## config.mk

```make
export PLATFORM = sky130hd
export DESIGN_NAME = stopwatch_ctrl
export DESIGN_NICKNAME = d
export VERILOG_FILES = /design/src/rtl/stopwatch_pkg.sv /design/src/rtl/stopwatch_button_conditioner.sv /design/src/rtl/stopwatch_ctrl.sv
export SDC_FILE = /design/constraint.sdc
export NUM_CORES = 1
export LEC_CHECK = 0
export BUFFER_PORTS_ARGS = -buffer_cell sky130_fd_sc_hd__buf_2
export CAP_MARGIN = 20
export CORE_ASPECT_RATIO = 1.1
export CORE_MARGIN = 3
export CORE_UTILIZATION = 64
export CTS_BUF_LIST = sky130_fd_sc_hd__clkbuf_8
export CTS_CLUSTER_SIZE = 24
export DETAILED_ROUTE_END_ITERATION = 7
export PLACE_DENSITY = 0.85
export SYNTH_ARGS = -nofsm -noshare
export SYNTH_HDL_FRONTEND = slang
export SYNTH_SLANG_ARGS = --single-unit
```

## constraint.sdc

```tcl
create_clock -name clk -period 3 [get_ports clk]
set_input_delay 0.6 -clock clk [delete_from_list [all_inputs] [get_ports clk]]
set_output_delay 0.6 -clock clk [all_outputs]
set_load 0.1 [all_outputs]
```

## src/rtl/stopwatch_pkg.sv

```systemverilog
// Shared types for the stopwatch command sequencer: FSM states, button-event priority.
// STOPWATCH_LAP_EN adds the SPLIT state; without it the encoding holds IDLE/RUN/PAUSE only.
package stopwatch_pkg;

  localparam int DEBOUNCE_DEFAULT = 20;
  localparam int DEBOUNCE_CNT_W   = 8;

`ifdef STOPWATCH_LAP_EN
  typedef enum logic [1:0] {
    S_IDLE  = 2'd0,
    S_RUN   = 2'd1,
    S_PAUSE = 2'd2,
    S_SPLIT = 2'd3
  } state_e;
`else
  typedef enum logic [1:0] {
    S_IDLE  = 2'd0,
    S_RUN   = 2'd1,
    S_PAUSE = 2'd2
  } state_e;
`endif

  typedef enum logic [2:0] {
    EV_NONE       = 3'd0,
    EV_LAP        = 3'd1,
    EV_START_STOP = 3'd2,
    EV_MAX        = 3'd3,
    EV_CLEAR      = 3'd4
  } event_e;

  // Only the highest-priority event in a cycle acts; the rest are dropped.
  function automatic event_e pickEvent(input logic clearEv,
                                       input logic maxEv,
                                       input logic startStopEv,
                                       input logic lapEv);
    if (clearEv)          return EV_CLEAR;
    else if (maxEv)       return EV_MAX;
    else if (startStopEv) return EV_START_STOP;
    else if (lapEv)       return EV_LAP;
    else                  return EV_NONE;
  endfunction

endpackage

```

## src/rtl/stopwatch_button_conditioner.sv

```systemverilog
// Push-button conditioner: 2-flop synchroniser, tick-paced debouncer, rising-edge press pulse.
// Unaffected by STOPWATCH_LAP_EN; the top decides how many instances exist.
module button_conditioner
  import stopwatch_pkg::*;
#(
  parameter int DEBOUNCE_TICKS = DEBOUNCE_DEFAULT
) (
  input  logic i_clk,
  input  logic i_reset,
  input  logic i_tick,
  input  logic i_btn,
  output logic o_press
);

  localparam logic [DEBOUNCE_CNT_W-1:0] LAST_TICK = DEBOUNCE_CNT_W'(DEBOUNCE_TICKS - 1);

  logic [1:0]                r_sync;
  logic [DEBOUNCE_CNT_W-1:0] r_count;
  logic                      r_stable;
  logic                      r_stablePrev;
  logic                      r_press;

  // The counter only advances while the synchronised level disagrees with the
  // debounced one, so any glitch back to the old level restarts the count.
  always_ff @(posedge i_clk) begin
    if (i_reset) begin
      r_sync       <= '0;
      r_count      <= '0;
      r_stable     <= 1'b0;
      r_stablePrev <= 1'b0;
      r_press      <= 1'b0;
    end else begin
      r_sync <= {r_sync[0], i_btn};
      if (r_sync[1] == r_stable) begin
        r_count <= '0;
      end else if (i_tick) begin
        if (r_count == LAST_TICK) begin
          r_stable <= r_sync[1];
          r_count  <= '0;
        end else begin
          r_count <= r_count + 1'b1;
        end
      end
      r_stablePrev <= r_stable;
      r_press      <= r_stable & ~r_stablePrev;
    end
  end

  assign o_press = r_press;

endmodule

```

## src/rtl/stopwatch_ctrl.sv

```systemverilog
// Stopwatch command sequencer: conditions the buttons and runs the run/pause/split FSM.
// Define STOPWATCH_LAP_EN to build the lap conditioner, SPLIT state, lap_capture and disp_hold.
module stopwatch_ctrl
  import stopwatch_pkg::*;
#(
  parameter int DEBOUNCE_TICKS = DEBOUNCE_DEFAULT
) (
  input  logic clk,
  input  logic reset,
  input  logic tick_1khz,
  input  logic btn_start_stop,
  input  logic btn_clear,
  input  logic btn_lap,
  input  logic max_reached,
  output logic count_en,
  output logic cnt_clr,
  output logic lap_capture,
  output logic disp_hold,
  output logic status_led
);

  state_e r_state;
  state_e w_nextState;
  event_e w_event;
  logic   w_startStopPress;
  logic   w_clearPress;
  logic   w_lapPress;
  logic   w_maxEvent;
  logic   w_running;
  logic   w_clrNext;
  logic   w_lapNext;
  logic   r_cntClr;
  logic   r_lapCapture;

  button_conditioner #(.DEBOUNCE_TICKS(DEBOUNCE_TICKS)) u_condStartStop (
    .i_clk(clk), .i_reset(reset), .i_tick(tick_1khz),
    .i_btn(btn_start_stop), .o_press(w_startStopPress)
  );

  button_conditioner #(.DEBOUNCE_TICKS(DEBOUNCE_TICKS)) u_condClear (
    .i_clk(clk), .i_reset(reset), .i_tick(tick_1khz),
    .i_btn(btn_clear), .o_press(w_clearPress)
  );

`ifdef STOPWATCH_LAP_EN
  button_conditioner #(.DEBOUNCE_TICKS(DEBOUNCE_TICKS)) u_condLap (
    .i_clk(clk), .i_reset(reset), .i_tick(tick_1khz),
    .i_btn(btn_lap), .o_press(w_lapPress)
  );
  assign w_running = (r_state == S_RUN) || (r_state == S_SPLIT);
`else
  logic w_unusedLap;
  assign w_unusedLap = btn_lap;
  assign w_lapPress  = 1'b0;
  assign w_running   = (r_state == S_RUN);
`endif

  // The terminal count only counts as an event while the counter is moving.
  assign w_maxEvent = max_reached & w_running;

  always_ff @(posedge clk) begin
    if (reset) begin
      r_state      <= S_IDLE;
      r_cntClr     <= 1'b0;
      r_lapCapture <= 1'b0;
    end else begin
      r_state      <= w_nextState;
      r_cntClr     <= w_clrNext;
      r_lapCapture <= w_lapNext;
    end
  end

  always_comb begin
    w_nextState = r_state;
    w_clrNext   = 1'b0;
    w_lapNext   = 1'b0;
    w_event     = pickEvent(w_clearPress, w_maxEvent, w_startStopPress, w_lapPress);
    case (w_event)
      EV_CLEAR: begin
        w_nextState = S_IDLE;
        w_clrNext   = 1'b1;
      end
      EV_MAX: w_nextState = S_PAUSE;
      EV_START_STOP: begin
        case (r_state)
          S_IDLE:  w_nextState = S_RUN;
          S_RUN:   w_nextState = S_PAUSE;
          S_PAUSE: if (!max_reached) w_nextState = S_RUN;
`ifdef STOPWATCH_LAP_EN
          S_SPLIT: w_nextState = S_PAUSE;
`endif
          default: w_nextState = S_IDLE;
        endcase
      end
`ifdef STOPWATCH_LAP_EN
      // Lap splits a running count and rejoins it; elsewhere it is ignored.
      EV_LAP: begin
        if (r_state == S_RUN) begin
          w_nextState = S_SPLIT;
          w_lapNext   = 1'b1;
        end else if (r_state == S_SPLIT) begin
          w_nextState = S_RUN;
        end
      end
`endif
      default: w_nextState = r_state;
    endcase
  end

  assign count_en   = w_running;
  assign status_led = w_running;
  assign cnt_clr    = r_cntClr;
`ifdef STOPWATCH_LAP_EN
  assign lap_capture = r_lapCapture;
  assign disp_hold   = (r_state == S_SPLIT);
`else
  assign lap_capture = 1'b0;
  assign disp_hold   = 1'b0;
`endif

endmodule

```

==> impl_metrics.ini, run 1 <==
[logic_synthesis]
syn_inst = 130
synth_enable_flop_cells = 0
yosysWarnings = 0
postSynthRegisterBits = 29
syn_area_mm2 = 0.00122
synth_most_common_cell = dfxtp_1
ys_async_sr_fraction_pct = 0
syn_avg_cell_area_um2 = 9.38
most_numerous_cell_types_in_the_synthesized_netlist = 29 x dfxtp_1, 12 x nor2b_1, 9 x nand2_1
synth_top_area_share_pct = 47.6
yosys_most_used_dff = dfxtp_1
synth_largest_area_cell = dfxtp_1
ys_seq_area_share_pct = 47.6
synth.distinct_cells = 32
post_synth_main_area_contributors = dfxtp_1 48%, nor2b_1 6.2%, xor2_1 5.7%, nand4_1 3.6%, a21oi_1 2.9%

[floorplan]
top_level_ports = 12
std_cell_rows = 15
core_region_area_mm2 = 0.00169
die_height_um = 51.8
initial_utilization_pct = 72.2
die_area_mm2 = 0.00247
die_x_um = 47.6

[sta]
drv_slew = 0
max_freq_mhz = 544
final.setup.tns_ns = 0
worst_pin_slew_ns = 0.514
worst_slew_margin_rel_pct = 65.3
finalWorstPathRequiredPeriod_ns = 1.84
timing.final.setup_violations = 0
finalHoldViolations = 0
final_min_period_over_clock_period_pct = 61.3
skew_ns = 0.00488
setup_repair_after_global_routing_missed_its_margin = no
post-route-worst-setup-slack_ns = 1.16

[drt]
antenna_left = 0
drt-initial-drc-count = 22
dr_total_vias = 953
routed_via_density = 6.03
dr.pass1.iters = 6
routed_wire_length_per_instance_um = 14.5
route.detailed.drc = 0
routed_wirelength_um = 2290

[global_route]
grt_pass1_vias = 911
number_of_antenna_violations_at_the_first_check_in_global_routing = 0
grt_max_degree = 14
wire_length_of_the_first_global_routing_pass_um = 3950
grt_overflow_total = 0
grt.total_usage_pct = 22.8

[clock_tree]
htree_num_levels = 2
ctsRootBufferMaster = clkbuf_8
clockBufferDepth = 2
setup_fix_bufs_post_cts = 0
cts-buffers-inserted = 5
post_cts.resized_instances = 0
clkLatencyLatePin_ns = 0.27
clock_pin_slew_on_the_worst_setup_and_hold_paths_ns = 0.06
tritoncts_clock_tree = built
numClockSinks = 29
post_cts_hold_buffer_count = 0

[placed_design]
detailedPlace.worstSlack_ns = 1.08
dp.final_hpwl_um = 1530
portBuffers = 8
gp_congestion = 0.800

[worst_setup_path]
cp.arrival_ns = 1.24
worstSetupPathType = reg -> out
cp_data_required_time_ns = 2.40
worstSetupStartpointType = register
end_kind = output pin
worstPathMaxFanout = 5

[pwr]
power_density_mw_per_mm2 = 530
power.total_uw = 705
total_leakage_power_nw = 0.498
power.ir.vdd_worst_mv = 0.449

[finish]
design.final.nets = 149
total_inserted_antenna_cells = 0
finish.utilization_pct = 78.7
synthToLayoutAreaGrowth_pct = 9.03
drive_above_1_share_pct = 12.1
n_fill_cell = 111

[hold_path]
hp-class = reg -> reg

[flow_run]
max_capacitance_violation_count = 0

[run_status]
outcome = finished clean
==> report_power, final <==
part	total (mW)	switching (mW)	internal, mW
clock	0.285	0.131	0.154
sequential	0.390	0.00184	0.388
combinational	0.0297	0.0219	0.00786
==> routing by layer <==
layer  global-route usage (%)  routed length, um
met5                        0                  0
met3                     8.30                 93
met1                     24.8                964
met2                     40.0               1210
met4                     6.73                 21
==> per-stage QoR <==
step	instance area, um2	hold slack, ns	instances
2_1_floorplan	1220	0.367	131
3_3_place_gp	1250	0.371	150
3_5_place_dp	1250	0.375	150
4_1_cts	1330	0.383	158
5_1_grt	1330	0.396	158
6_report	1330	0.381	158
==> final cells by class <==
cell class                      count  area (um2)  area share [%]
Clock buffer                        5        68.8            5.17
Clock inverter                      3        11.3           0.847
Inverter                            4        15.0            1.13
Multi-Input combinational cell     92         593            44.6
Sequential cell                    29         581            43.6
Tap cell                           17        21.3            1.60
Timing Repair Buffer                8        40.0            3.01
==> placed cells by master (no fill, tap or decap), types with 6 or more instances in the layout <==
master,n
a21oi_1,7
buf_2,8
dfxtp_1,29
inv_1,7
nand2_1,9
nand4_1,7
nor2_1,6
nor2b_1,12
o21ai_0,6
xor2_1,8
==> worst paths after layout <==
kind	slack [ns]	cells after the start	startpoint	endpoint
max reg2reg	1.16	4	u_condStartStop.r_count[0]	u_condStartStop.r_count[2]
min reg2reg	0.38	1	u_condStartStop.r_stablePrev	u_condStartStop.o_press
max	1.16	2	r_state[0]	count_en
min	0.38	1	u_condStartStop.r_stablePrev	u_condStartStop.o_press
==> registers in the layout, indices dropped and copies added (netlist names), 2 cells and up <==
signal,flops
u_condStartStop.r_count,8
u_condStartStop.r_sync,2
u_condClear.r_sync,2
r_state,2
u_condClear.r_count,8
==> critical path, stage by stage, from the launching register on <==
cell	delay, ns
dfxtp_1	0.37
nor2b_1	0.16
buf_2	0.44
==> kinds of logic after synthesis <==
group           Yosys count  synth area share [%]
simple gates             55                  25.7
flops                    29                  47.6
compound gates           21                  11.4
xor+xnor                 10                  7.18
buf+inv                  10                  4.10
fa+ha+maj                 2                  2.05
mux                       2                  1.64
other cells               1                 0.307
Power figures use the tool's default switching activity.
==> run 2: changes to the inputs <==
- CORE_UTILIZATION: 64 -> 54
- PLACE_DENSITY: 0.85 -> 0.77
- clock period: 3 -> 1.5 ns (I/O delays scaled with it)
==> run 2 against run 1 <==
  * The flow now finishes with violations (negative setup slack)
  * Highest routed layer unchanged
  * Non-clock buffer count up 12
  * Clock-buffer cell count unchanged
  * Die area up 16%
  * Register-to-register slack worse by 1.2 ns
  * Combinational power up 120%
  * Setup slack worse by 1.2 ns
  * Largest cell class unchanged
  * Via count up 3.4%
  * Design area up 12%
  * Sequential power up 100%
  * Core utilization down 7.1 points
  * First-iteration DRC count down 9.1%
==> impl_metrics.ini, run 2 (synthesized netlist as in run 1, its figures left out) <==
[run_status]
outcome = complete, but fails checks
failed_checks = negative setup slack

[clock_tree]
clkLatencyLatePin_ns = 0.28
tritoncts_clock_tree = built
numClockSinks = 29
ctsRootBufferMaster = clkbuf_8
setup_fix_bufs_post_cts = 0
htree_num_levels = 2
clockBufferDepth = 2
cts-buffers-inserted = 5
clock_pin_slew_on_the_worst_setup_and_hold_paths_ns = 0.06

[worst_setup_path]
reg2reg_slack_ns = -0.07
cp.arrival_ns = 1.78
cpPeakStageDelay_ns = 0.55
critical_path.reg2reg.endpoint = u_condClear.r_stable
worstSetupStartpointType = register
timing.critical_path.buf_inv = 0
worstPathMaxFanout = 3
end_kind = register
regToRegStartpoint = u_condClear.r_count[5]
cp_data_required_time_ns = 1.71
cell_chain_of_the_critical_path = or4b_4 > or4_1 > a21oi_1
worstSetupPathType = reg -> reg
cell_with_the_biggest_individual_delay_on_the_critical_path = or4b_4
critPathTopFamily = simple AND/OR/NAND/NOR gates
worst-r2r-cell-count = 3

[finish]
reg.largest.list = u_condClear.r_count: 8 flops, u_condStartStop.r_count: 8 flops
total_inserted_antenna_cells = 0
post-route-cell-area_mm2 = 0.00149
most_used_cells_in_the_layout_excluding_fill_and_tap_cells = 28 x dfxtp_1, 12 x buf_4, 11 x nor2b_1
design.final.nets = 161
synthToLayoutAreaGrowth_pct = 22.4
drive_above_1_share_pct = 24.8
layout_commonest_cell = dfxtp_1

[placed_design]
placed_cell_area_mm2 = 0.00139
dp.final_hpwl_um = 1670
portBuffers = 8
gp_congestion = 0.795

[hold_path]
hold_path_end = u_condStartStop.r_sync[0]
worstHoldPathCells = 2
hp-class = in -> reg
min_delay_src = btn_start_stop

[pwr]
power.total_mw = 1.45
power_density_mw_per_mm2 = 972
total_leakage_power_nw = 0.562
power.ir.vdd_worst_mv = 0.990

[sta]
final_min_period_over_clock_period_pct = 105
max_freq_mhz = 635
setup_repair_after_global_routing_missed_its_margin = yes
skew_ns = 0.00447
post-route-worst-setup-slack_ns = -0.0745
drv_slew = 0
finalWorstPathRequiredPeriod_ns = 1.57
final.setup.tns_ns = -0.126
finalHoldViolations = 0
timing.final.setup_violations = 7

[floorplan]
die_height_um = 55.9
std_cell_rows = 17
core_region_area_mm2 = 0.00208
die_area_mm2 = 0.00287
top_level_ports = 12
initial_utilization_pct = 58.5
die_x_um = 51.3

[drt]
routed_via_density = 5.44
antenna_left = 0
drt-initial-drc-count = 20
route.detailed.drc = 0
dr_total_vias = 985
routed_wirelength_um = 2300
dr.pass1.iters = 4
routed_wire_length_per_instance_um = 12.7

[global_route]
number_of_antenna_violations_at_the_first_check_in_global_routing = 0
grt.total_usage_pct = 18.3
grt_pass1_vias = 989
grt_overflow_total = 0
grt_max_degree = 13
wire_length_of_the_first_global_routing_pass_um = 3960

[flow_run]
max_capacitance_violation_count = 0
==> run 2: cell count changes in the layout (fill, tap and decap cells not counted), moves of 2 or more <==
| cell | previous run | this run |
|---|---|---|
| buf_4 | 0 | 12 |
| inv_1 | 7 | 4 |
| buf_12 | 0 | 2 |
| buf_2 | 8 | 6 |
| clkinv_2 | 0 | 2 |
==> run 2: what timing repair did <==
action / 4_1_cts / 5_1_grt
setup endpoints to repair: 7 / 14
pin swaps: 4 / 0
gates resized for setup: 2 / 3
hold buffers: 0 / 0
==> run 2: metrics by stage <==
stage / setup WS (ns) / utilization [%] / hold WS [ns] / cells
floorplan: -0.0301 / - / 0.367 / 131
global placement: -0.0266 / 66.8 / 0.372 / 173
detailed placement: -0.0634 / 66.8 / 0.381 / 173
CTS: -0.0752 / 71.2 / 0.231 / 181
global route: -0.115 / 71.6 / 0.264 / 181
finish: -0.0745 / 71.6 / 0.237 / 181
==> run 2: layout make-up <==
type	instances	area (um2)
flip-flops and latches	29	582
fillers	165	592
clock buffers	5	68.8
well taps	28	35.0
inverters	4	15.0
repair buffers	20	160
multi-input cells	92	614
clock inverters	3	17.5
==> run 2: worst max path at each step <==
stage / from / end / slack (ns) / depth (start not counted)
3_5_place_dp: u_condClear.r_count[5] / u_condClear.r_stable / -0.06 / 3
3_3_place_gp: u_condClear.r_count[5] / u_condClear.r_stable / -0.03 / 3
6_report: u_condClear.r_count[5] / u_condClear.r_stable / -0.07 / 3
5_1_grt: u_condClear.r_count[5] / u_condClear.r_stable / -0.12 / 3
4_1_cts: u_condClear.r_count[5] / u_condClear.r_stable / -0.08 / 3
2_1_floorplan: u_condClear.r_count[5] / u_condClear.r_stable / -0.03 / 3
==> run 2: power by group <==
part	switching (mW)	internal [mW]	leakage, nW	total, mW
combinational	0.0451	0.0196	0.283	0.0646
clock	0.288	0.319	0.0439	0.607
sequential	0.00247	0.776	0.235	0.779
total	0.336	1.11	0.562	1.45
==> run 2: routing by layer <==
layer / share of wire [%] / GRT usage [%] / up-vias
met5: 0 / 0 / -
met1: 41 / 18.4 / 466
li1: - / - / 496
met4: 2.0 / 7.87 / 0
met3: 4.3 / 7.24 / 6
met2: 53 / 32.6 / 17
==> run 3: changes to the inputs <==
- CORE_UTILIZATION: 54 -> 64
- PLACE_DENSITY: 0.77 -> 0.85
- clock period: 1.5 -> 1.9 ns (I/O delays scaled with it)
==> run 3 against run 2 <==
  * The flow now finishes without violations
  * Global-route usage up 3.9 points
  * Sequential cell count unchanged
  * Combinational power down 28%
  * First-iteration DRC count is 65% lower
  * Largest power group unchanged
  * Largest cell class unchanged
  * Wire length shrank 9.2%
==> impl_metrics.ini, run 3 (synthesized netlist as in run 1, its figures left out) <==
[run_status]
outcome = finished clean

[placed_design]
dp.final_hpwl_um = 1490
portBuffers = 8
gp_congestion = 0.783

[drt]
routed_via_density = 5.87
routed_wire_length_per_instance_um = 13.2
route.detailed.drc = 0
dr.pass1.iters = 4
dr_total_vias = 933
antenna_left = 0
routed_wirelength_um = 2090
drt-initial-drc-count = 7

[worst_setup_path]
cp.arrival_ns = 1.82
worstSetupStartpointType = register
cp_data_required_time_ns = 2.04
end_kind = register
worstSetupPathType = reg -> reg
worstPathMaxFanout = 6

[flow_run]
max_capacitance_violation_count = 0

[finish]
design.final.nets = 150
most_used_cells_in_the_layout_excluding_fill_and_tap_cells = 29 x dfxtp_1, 11 x nor2b_1, 9 x nand2_1
reg.largest.list = u_condClear.r_count: 8 flops, u_condStartStop.r_count: 8 flops
drive_above_1_share_pct = 13.4
finish.utilization_pct = 79.6
synthToLayoutAreaGrowth_pct = 10.3
n_fill_cell = 109
total_inserted_antenna_cells = 0
layout_commonest_cell = dfxtp_1

[clock_tree]
tritoncts_clock_tree = built
clkLatencyLatePin_ns = 0.27
clockBufferDepth = 2
clock_pin_slew_on_the_worst_setup_and_hold_paths_ns = 0.06
htree_num_levels = 2
post_cts.resized_instances = 0
cts-buffers-inserted = 5
post_cts_hold_buffer_count = 0
numClockSinks = 29
setup_fix_bufs_post_cts = 0
ctsRootBufferMaster = clkbuf_8

[floorplan]
top_level_ports = 12
die_area_mm2 = 0.00247
core_region_area_mm2 = 0.00169
die_height_um = 51.8
die_x_um = 47.6
std_cell_rows = 15
initial_utilization_pct = 72.2

[sta]
setup_repair_after_global_routing_missed_its_margin = no
worst_pin_slew_ns = 0.523
holdWs_ns = 0.323
max_freq_mhz = 596
timing.final.setup_violations = 0
final.setup.tns_ns = 0
finalWorstPathRequiredPeriod_ns = 1.68
drv_slew = 0
worst_slew_margin_rel_pct = 64.7
finalHoldViolations = 0
skew_ns = 0.00311
final_min_period_over_clock_period_pct = 88.2

[global_route]
gr-usage-met3_pct = 7.61
wire_length_of_the_first_global_routing_pass_um = 3990
grt_overflow_total = 0
grt_pass1_vias = 1006
grt.total_usage_pct = 22.2
top_usage_layer = met2
gr-usage-met2_pct = 38.6
met1_grt_util_pct = 23.1
grt_max_degree = 14
number_of_antenna_violations_at_the_first_check_in_global_routing = 0

[pwr]
total_leakage_power_nw = 0.503
power_density_mw_per_mm2 = 821
power.ir.vdd_worst_mv = 0.764
power.total_mw = 1.10

[hold_path]
hp-class = in -> reg
[run 3: changes by cell type in the layout (fill, tap and decap cells not counted), moves of 2 or more]
cell	delta
clkinv_2	-2
buf_12	-2
buf_2	+2
buf_4	-11
inv_1	+3
[run 3: routing by layer]
| metal | vias up | part of all wire, % |
|---|---|---|
| met4 | 0 | 1.7 |
| met3 | 6 | 3.8 |
| met5 | - | 0 |
| met2 | 16 | 53 |
| met1 | 438 | 41 |
| li1 | 473 | - |
[run 3: cell type report]
cell class / instances / area [um2] / area share, %
Tap cell: 17 / 21.3 / 1.58
Sequential cell: 29 / 581 / 43.2
Multi-Input combinational cell: 92 / 601 / 44.7
Clock inverter: 3 / 11.3 / 0.837
Inverter: 4 / 15.0 / 1.12
Timing Repair Buffer: 9 / 47.5 / 3.53
Clock buffer: 5 / 68.8 / 5.12
[run 3: critical path: stages (launching register included)]
cell,delay (ns)
dfxtp_1,0.42
ha_1,0.23
nor4bb_1,0.41
and2_0,0.38
nor3_1,0.10
[run 3: worst paths after layout]
| check | startpoint | endpoint | slack, ns | cells after the start |
|---|---|---|---|---|
| worst max-delay path | u_condStartStop.r_count[0] | u_condStartStop.r_count[2] | 0.22 | 4 |
| worst min-delay path | btn_clear | u_condClear.r_sync[0] | 0.32 | 2 |
| worst min register to register | u_condStartStop.r_stablePrev | u_condStartStop.o_press | 0.39 | 1 |
| worst max register to register | u_condStartStop.r_count[0] | u_condStartStop.r_count[2] | 0.22 | 4 |
[run 3: metrics by stage]
| step | setup slack, ns | cell area (um2) | cells |
|---|---|---|---|
| global placement | 0.260 | 1260 | 151 |
| detailed placement | 0.241 | 1260 | 151 |
| finish | 0.223 | 1350 | 159 |
| CTS | 0.226 | 1350 | 159 |
| global route | 0.118 | 1350 | 159 |
| floorplan | 0.229 | 1230 | 131 |
[run 3: where the power goes]
group | total [mW] | switching (mW) | internal, mW
Sequential | 0.616 | 0.00297 | 0.613
Combinational | 0.0462 | 0.0338 | 0.0124
Clock | 0.443 | 0.200 | 0.243
